<file path="src/rtl/usb_crc_engine.sv">
// usb_crc_engine
//   Serial CRC generator/checker for the USB TX and RX paths; one instance per CRC type.
//   Data bits are absorbed LSB-first into the CRC register. On request, the complemented CRC
//   is shifted out MSB-first with a per-bit advance handshake from the bit stuffer. A good
//   residual in the register is flagged for RX packet checking.
//
// Ports
//   clk          system clock
//   n_rst        synchronous active-low reset
//   clear        synchronous re-init, overrides everything but reset
//   bit_in       data bit, absorbed when new_bit=1
//   new_bit      absorb strobe (ignored while sending)
//   crc_calc     level request to send the CRC, held until crc_send falls
//   bit_advance  bit stuffer consumed the current serial_out bit
//   crc_send     high while CRC bits are on serial_out
//   crc_done     one-cycle pulse after the last CRC bit is consumed
//   serial_out   data pass-through, CRC bit stream, or idle 1 after the CRC
//   crc_ok       crc register equals the good-packet residual
//   crc_value    current CRC register, uncomplemented

module usb_crc_engine #(
    parameter int unsigned                 CRC_WIDTH = 16,
    parameter logic [CRC_WIDTH-1:0]        POLY      = CRC_WIDTH'(16'h8005),
    parameter logic [CRC_WIDTH-1:0]        INIT      = '1,
    parameter logic [CRC_WIDTH-1:0]        RESIDUAL  = CRC_WIDTH'(16'h800D)
) (
    input  logic                 clk,
    input  logic                 n_rst,
    input  logic                 clear,
    input  logic                 bit_in,
    input  logic                 new_bit,
    input  logic                 crc_calc,
    input  logic                 bit_advance,
    output logic                 crc_send,
    output logic                 crc_done,
    output logic                 serial_out,
    output logic                 crc_ok,
    output logic [CRC_WIDTH-1:0] crc_value
);

    localparam int unsigned CntW = $clog2(CRC_WIDTH);
    localparam logic [CntW-1:0] LastCnt = CntW'(CRC_WIDTH - 1);

    typedef enum logic [1:0] {StAccum, StSend, StDone} state_e;

    state_e                 state_q;
    logic [CRC_WIDTH-1:0]   crc_q;
    logic [CRC_WIDTH-1:0]   sreg_q;
    logic [CntW-1:0]        count_q;
    logic [CRC_WIDTH-1:0]   crc_next;
    logic                   fb;

    // Next CRC value including a bit absorbed this cycle; also used when the
    // final data bit arrives together with crc_calc.
    always_comb begin
        fb       = bit_in ^ crc_q[CRC_WIDTH-1];
        crc_next = crc_q;
        if (new_bit) begin
            crc_next = {crc_q[CRC_WIDTH-2:0], 1'b0} ^ (fb ? POLY : '0);
        end
    end

    always_ff @(posedge clk) begin
        if (!n_rst) begin
            state_q  <= StAccum;
            crc_q    <= INIT;
            sreg_q   <= '0;
            count_q  <= '0;
            crc_send <= 1'b0;
            crc_done <= 1'b0;
        end else if (clear) begin
            // Drops any pending CRC bits and any bit strobed this cycle.
            state_q  <= StAccum;
            crc_q    <= INIT;
            sreg_q   <= '0;
            count_q  <= '0;
            crc_send <= 1'b0;
            crc_done <= 1'b0;
        end else begin
            crc_done <= 1'b0;
            unique case (state_q)
                StAccum: begin
                    crc_q <= crc_next;
                    if (crc_calc) begin
                        state_q  <= StSend;
                        sreg_q   <= ~crc_next;
                        count_q  <= '0;
                        crc_send <= 1'b1;
                    end
                end
                StSend: begin
                    // crc_calc dropping here is illegal and deliberately ignored.
                    if (bit_advance) begin
                        sreg_q <= {sreg_q[CRC_WIDTH-2:0], 1'b0};
                        if (count_q == LastCnt) begin
                            state_q  <= StDone;
                            count_q  <= '0;
                            crc_send <= 1'b0;
                            crc_done <= 1'b1;
                        end else begin
                            count_q <= count_q + 1'b1;
                        end
                    end
                end
                StDone: begin
                    if (!crc_calc) begin
                        state_q <= StAccum;
                        crc_q   <= INIT;
                    end
                end
                default: state_q <= StAccum;
            endcase
        end
    end

    always_comb begin
        serial_out = bit_in;
        unique case (state_q)
            StAccum: serial_out = bit_in;
            StSend:  serial_out = sreg_q[CRC_WIDTH-1];
            StDone:  serial_out = 1'b1;
            default: serial_out = bit_in;
        endcase
    end

    assign crc_ok    = (crc_q == RESIDUAL);
    assign crc_value = crc_q;

endmodule

</file>
<file path="config.mk">
export PLATFORM = sky130hd
export DESIGN_NAME = usb_crc_engine
export DESIGN_NICKNAME = d
export VERILOG_FILES = /design/src/rtl/usb_crc_engine.sv
export SDC_FILE = /design/constraint.sdc
export NUM_CORES = 1
export LEC_CHECK = 0
export CORE_ASPECT_RATIO = 0.6
export CORE_MARGIN = 8
export CORE_UTILIZATION = 49
export CTS_CLUSTER_SIZE = 40
export DETAILED_ROUTE_END_ITERATION = 7
export PLACE_DENSITY = 0.75
export SKIP_LAST_GASP = 1
export SLEW_MARGIN = 20
export SYNTH_ARGS = -nofsm -noshare
export SYNTH_HDL_FRONTEND = slang
export SYNTH_SLANG_ARGS = --single-unit
</file>
<file path="constraint.sdc">
create_clock -name clk -period 1.65 [get_ports clk]
set_clock_uncertainty 0.2 [all_clocks]
set_input_delay 0.2475 -clock clk [delete_from_list [all_inputs] [get_ports clk]]
set_output_delay 0.2475 -clock clk [all_outputs]
set_load 0.05 [all_outputs]
</file>
After elaboration in Yosys (flattened, before gate mapping)
Index checks and enable logic that the tools add are counted.

Register bits: 40. Input bits: 7. Output and inout port bits: 20.

Bitwise gates (word level): 6. Add/subtract/negate cells: 1. Equal/unequal tests: 8. Muxes and demuxes: 22. Reductions and logical operators: 9.

Operator list (number): two-way mux 16 bit (5); one-hot mux 16 bit (2 select lines) (2); equality test 16 bit (second input constant) (1); inverter 16 bit (1); XOR 16 bit (1); two-way mux 4 bit (3); two-way mux 2 bit (4); != test 2 bit (second input constant) (4); one-hot mux 4 bit (2 select lines) (1); AND reduction 4 bit (2); one-hot mux 2 bit (3 select lines) (1); adder 4 x 1 -> 4 bit (second input constant) (1); equality test 4 bit (second input constant) (1); two-way mux 1 bit (4); one-hot mux 1 bit (2 select lines) (2); nonzero test 2 bit (2); OR reduction 4 bit (1); inverter 1 bit (3); AND reduction 3 bit (1); equality test 2 x 1 -> 1 bit (second input constant) (1); equality test 2 bit (second input constant) (1); logical NOT 2 bit (1); AND reduction 2 bit (1); OR reduction 2 bit (1); XOR 1 bit (1).

Logic depth before layout (Yosys ltp)
Depth after elaboration: 7. Gate-level depth with buffers: 8. Depth with buffers taken out: 6.

Least setup slack after synthesis
No wires, ideal clock.

Path kind: register to output. Start point: register crc_q[15] (netlist: crc_value[15]). End point: output crc_ok. Data arrival time: 1.691 ns. Cell stages (with the launch flop): 4. Path buffers: 0. Slack: -0.489 ns. Path through: dfxtp_1 -> nor4b_1 -> nand2_1 -> nor2_1.

Cells in the longest elaborated chain, start to end: 1.

Ends and longest elaborated chain: from (decl) (line 47) `logic [CRC_WIDTH-1:0] crc_q;`; from (signal assigned) (line 83) `crc_q <= crc_next;`; equality test 16 bit (line 126) `assign crc_ok = (crc_q == RESIDUAL);`; to (decl) (line 37) `output logic crc_ok,`.

Every way passes these cells.

Worst setup path in the final report
Start point: register state_q[1]. End point: register crc_q[0] (netlist: crc_value[0]).

Cells in the longest elaborated chain, start to end: 3.

Ends and longest elaborated chain: from (decl) (line 46) `state_e state_q;`; from (signal assigned) (line 65) `state_q <= StAccum;`; from (signal assigned) (line 73) `state_q <= StAccum;`; from (signal assigned) (line 85) `state_q <= StSend;`; equality test 2 bit / logical NOT 2 bit (equally long branches) (line 81) `unique case (state_q)`; != test 2 bit (no line) / nonzero test 2 bit (equally long branches); AND reduction 2 bit (no line).

Several ways; a longest one is shown, not always the timed one. A chain may end at the register's enable or synchronous reset.

==> impl_metrics.toml <==
[global_routing]
globalRouteOverflowTotal = 0
number_of_antenna_violations_at_the_first_check_in_global_routing = 0
grt_first_pass_wirelength_mm = 12.54
grt_pass1_vias = 2347
pin_count_of_the_biggest_net_entering_global_routing = 25
grt_use_total_pct = 24.87

[sta]
relSlewSlack_pct = 71.04
final.setup.worst_slack_ns = -0.3057
fin_crit_ns = 1.956
layout_worst_path_cycle_share_pct = 118.5
setup_viol = 41
holdWs_ns = 0.2604
grt_setup_unrepaired = "true"
final-hold-violation-count = 0
finalMaxSlewViolations = 0
fmax_mhz = 511.3
actual_transition_at_the_worst_max_transition_pin_ns = 0.4336

[cells_and_area]
antenna-diode-count = 0
final_net_count = 337
finish.utilization_pct = 90.29
layout-area-overhead-vs-synth_pct = 80.91
drive_above_1_share_pct = 51.69
final_design_area_no_fill_mm2 = 0.003640

[synthesis]
synth_seq_area_share_pct = 39.80
synth-warning-count = 0
synth-edff-count = 0
postSynth.asyncResetShare_pct = 0
yosys_register_bits = 40
synth_net_count = 260
synthFlopType = "sky130_fd_sc_hd__dfxtp_1"
synthCells = 247
syn_area_mm2 = 0.002012
netlist-cell-type-count = 37
syn_area_per_cell_um2 = 8.145

[die]
rows = 18
die_area_mm2 = 0.006480
die_outline_height_um = 65.64
core_mm2 = 0.004031
boundaryPins = 27
floorplan.die.width_um = 98.73
initial_utilization_pct = 49.91

[place]
final_hpwl_dp_mm = 3.894
placed_cell_area_mm2 = 0.002877
port-buffer-count = 26
routabilityCongestion = 0.7751

[cts]
cts_buf_count = 5
tritoncts = "done"
ctsRootBufferMaster = "sky130_fd_sc_hd__clkbuf_8"
cts_stage_hold_buffer_count = 0
cts.path.max_buffers = 2
worstSkewPairLatency_ns = 0.32
clk_pin_slew_ns = 0.09
htree_levels = 2
clock_sink_count = 40

[run]
drv_cap = 0

[drt]
drc_errors = 0
final_antenna_net_count = 0
avgViaCountPerCell = 6.717
routed-via-count = 2519
drt_pre_antenna_iters = 7
routed_wirelength_mm = 9.533
drt-wirelength-per-cell_um = 25.42
drtIter0Drc = 303

[pwr]
irDropWorstVdd_mv = 0.6813
post-layout-total-power_w = 0.002580
pwr_density_cell_mw_per_mm2 = 708.9
p_leak_nw = 1.358

[setup_path]
path_class = "reg2reg"
cp-end-kind = "flop"
worst_setup_path_start_kind = "flop"
crit_required_ns = 1.70
worstPathArrival_ns = 2.01
timing.critical_path.fanout_max = 8

[status]
status = "finished, violations left"
failed_checks = "setup timing"

[worst_hold_path]
worstHoldPathType = "reg2reg"
[area by class of cell]
class / instances / area [µm²]
clock buffers: 6 / 72.57
clock inverters: 2 / 35.03
fillers: 135 / 391.6
inverters: 2 / 12.51
multi-input cells: 189 / 1570
flip-flops and latches: 40 / 813.3
well taps: 50 / 62.56
repair buffers: 86 / 1074
[synth_stat cells (all sizes together), types with 2 or more instances]
cell	n	area share, %
nor2b	10	3.1
mux2i	3	1.5
o31a	5	2.2
nand2b	2	0.62
o22ai	9	2.8
nor3	4	1.0
mux2	9	5.0
dfxtp	40	40
or3	2	0.62
xnor2	3	1.3
a211oi	6	2.2
clkbuf	10	1.9
nand4	2	0.62
inv	2	0.37
and2	5	1.6
nand2	51	9.5
ha	6	3.7
o32ai	6	2.6
nor2	14	2.7
o21ai	12	3.0
buf	7	1.9
a21oi	22	5.5
nor4b	2	0.87
nand3	4	1.0
[stage by stage]
step                TNS (ns)  cells  worst slack [ns]
floorplan           -0.08787    247          -0.04580
finish                -8.169    375           -0.3057
CTS                   -1.888    367           -0.1974
global route          -9.822    375           -0.3196
detailed placement    -7.768    347           -0.3431
global placement      -6.742    347           -0.3069
[power breakdown]
part	total (W)	leakage, nW	internal [W]	switching, W
Clock	0.000860	0.0552	0.000450	0.000410
Combinational	0.000708	0.979	0.000344	0.000364
Sequential	0.00101	0.324	0.000986	0.0000266
Total	0.00258	1.36	0.00178	0.000800
[logic make-up after synthesis]
family	Yosys count	share of synthesized area [%]
simple gates	102	24.07
flops	40	39.80
compound gates	64	20.03
fa+ha+maj	6	3.731
xor+xnor	4	1.742
mux	12	6.530
buf+inv	19	4.105
[sequential cells by signal, indices dropped and copies added (netlist names)]
| name | flops |
|---|---|
| crc_send | 1 |
| sreg_q | 16 |
| crc_value | 16 |
| crc_done | 1 |
| count_q | 4 |
| state_q | 2 |
[placed cells by master (no fill, tap or decap), types with 3 or more instances in the layout]
cell,netlist,final
sky130_fd_sc_hd__nand3_1,4,3
sky130_fd_sc_hd__a21oi_4,0,3
sky130_fd_sc_hd__o32ai_2,0,4
sky130_fd_sc_hd__o21ai_1,0,5
sky130_fd_sc_hd__and2_1,5,5
sky130_fd_sc_hd__dfxtp_1,40,34
sky130_fd_sc_hd__dfxtp_2,0,4
sky130_fd_sc_hd__nand2_1,51,44
sky130_fd_sc_hd__a21oi_1,22,7
sky130_fd_sc_hd__o22ai_2,0,4
sky130_fd_sc_hd__a211oi_2,0,6
sky130_fd_sc_hd__o31a_1,5,5
sky130_fd_sc_hd__ha_4,0,3
sky130_fd_sc_hd__nor3_1,4,3
sky130_fd_sc_hd__clkbuf_8,0,5
sky130_fd_sc_hd__nand2_2,0,5
sky130_fd_sc_hd__mux2_2,9,8
sky130_fd_sc_hd__buf_6,0,14
sky130_fd_sc_hd__xnor2_1,3,3
sky130_fd_sc_hd__o21ai_0,12,6
sky130_fd_sc_hd__nor2_1,13,7
sky130_fd_sc_hd__buf_12,0,25
sky130_fd_sc_hd__clkdlybuf4s50_1,0,6
sky130_fd_sc_hd__nor2b_1,10,9
sky130_fd_sc_hd__o22ai_1,9,3
sky130_fd_sc_hd__nor2_4,0,5
sky130_fd_sc_hd__buf_4,1,38
sky130_fd_sc_hd__a21oi_2,0,12
[timing repair]
item | CTS | global route
setup buffers | 8 | 8
setup endpoints to repair | 38 | 41
pin swaps | 23 | 26
resized for setup | 63 | 39
cloned | 4 | 1
[routing by layer]
layer | wire length (µm) | track usage (%)
met3 | 952 | 5.690
met4 | 604 | 14.99
met5 | 0 | 0
met2 | 4241 | 41.48
met1 | 3736 | 29.14
[worst max-delay path: stages (launching register included)]
cell,delay (ns)
sky130_fd_sc_hd__dfxtp_2,0.37
sky130_fd_sc_hd__buf_4,0.12
sky130_fd_sc_hd__ha_2,0.26
sky130_fd_sc_hd__nor2_1,0.08
sky130_fd_sc_hd__a21oi_1,0.33
sky130_fd_sc_hd__buf_4,0.30
sky130_fd_sc_hd__o22ai_1,0.12
sky130_fd_sc_hd__nand2_1,0.10
[path summary, 6_finish.rpt]
| kind | slack (ns) | startpoint | end | depth (start not counted) |
|---|---|---|---|---|
| max | -0.31 | state_q[1] | crc_value[0] | 7 |
| min | 0.26 | sreg_q[6] | sreg_q[6] | 2 |
| max reg2reg | -0.31 | state_q[1] | crc_value[0] | 7 |
| min reg2reg | 0.26 | sreg_q[6] | sreg_q[6] | 2 |
Note: power is estimated with default switching activity, not from simulation.
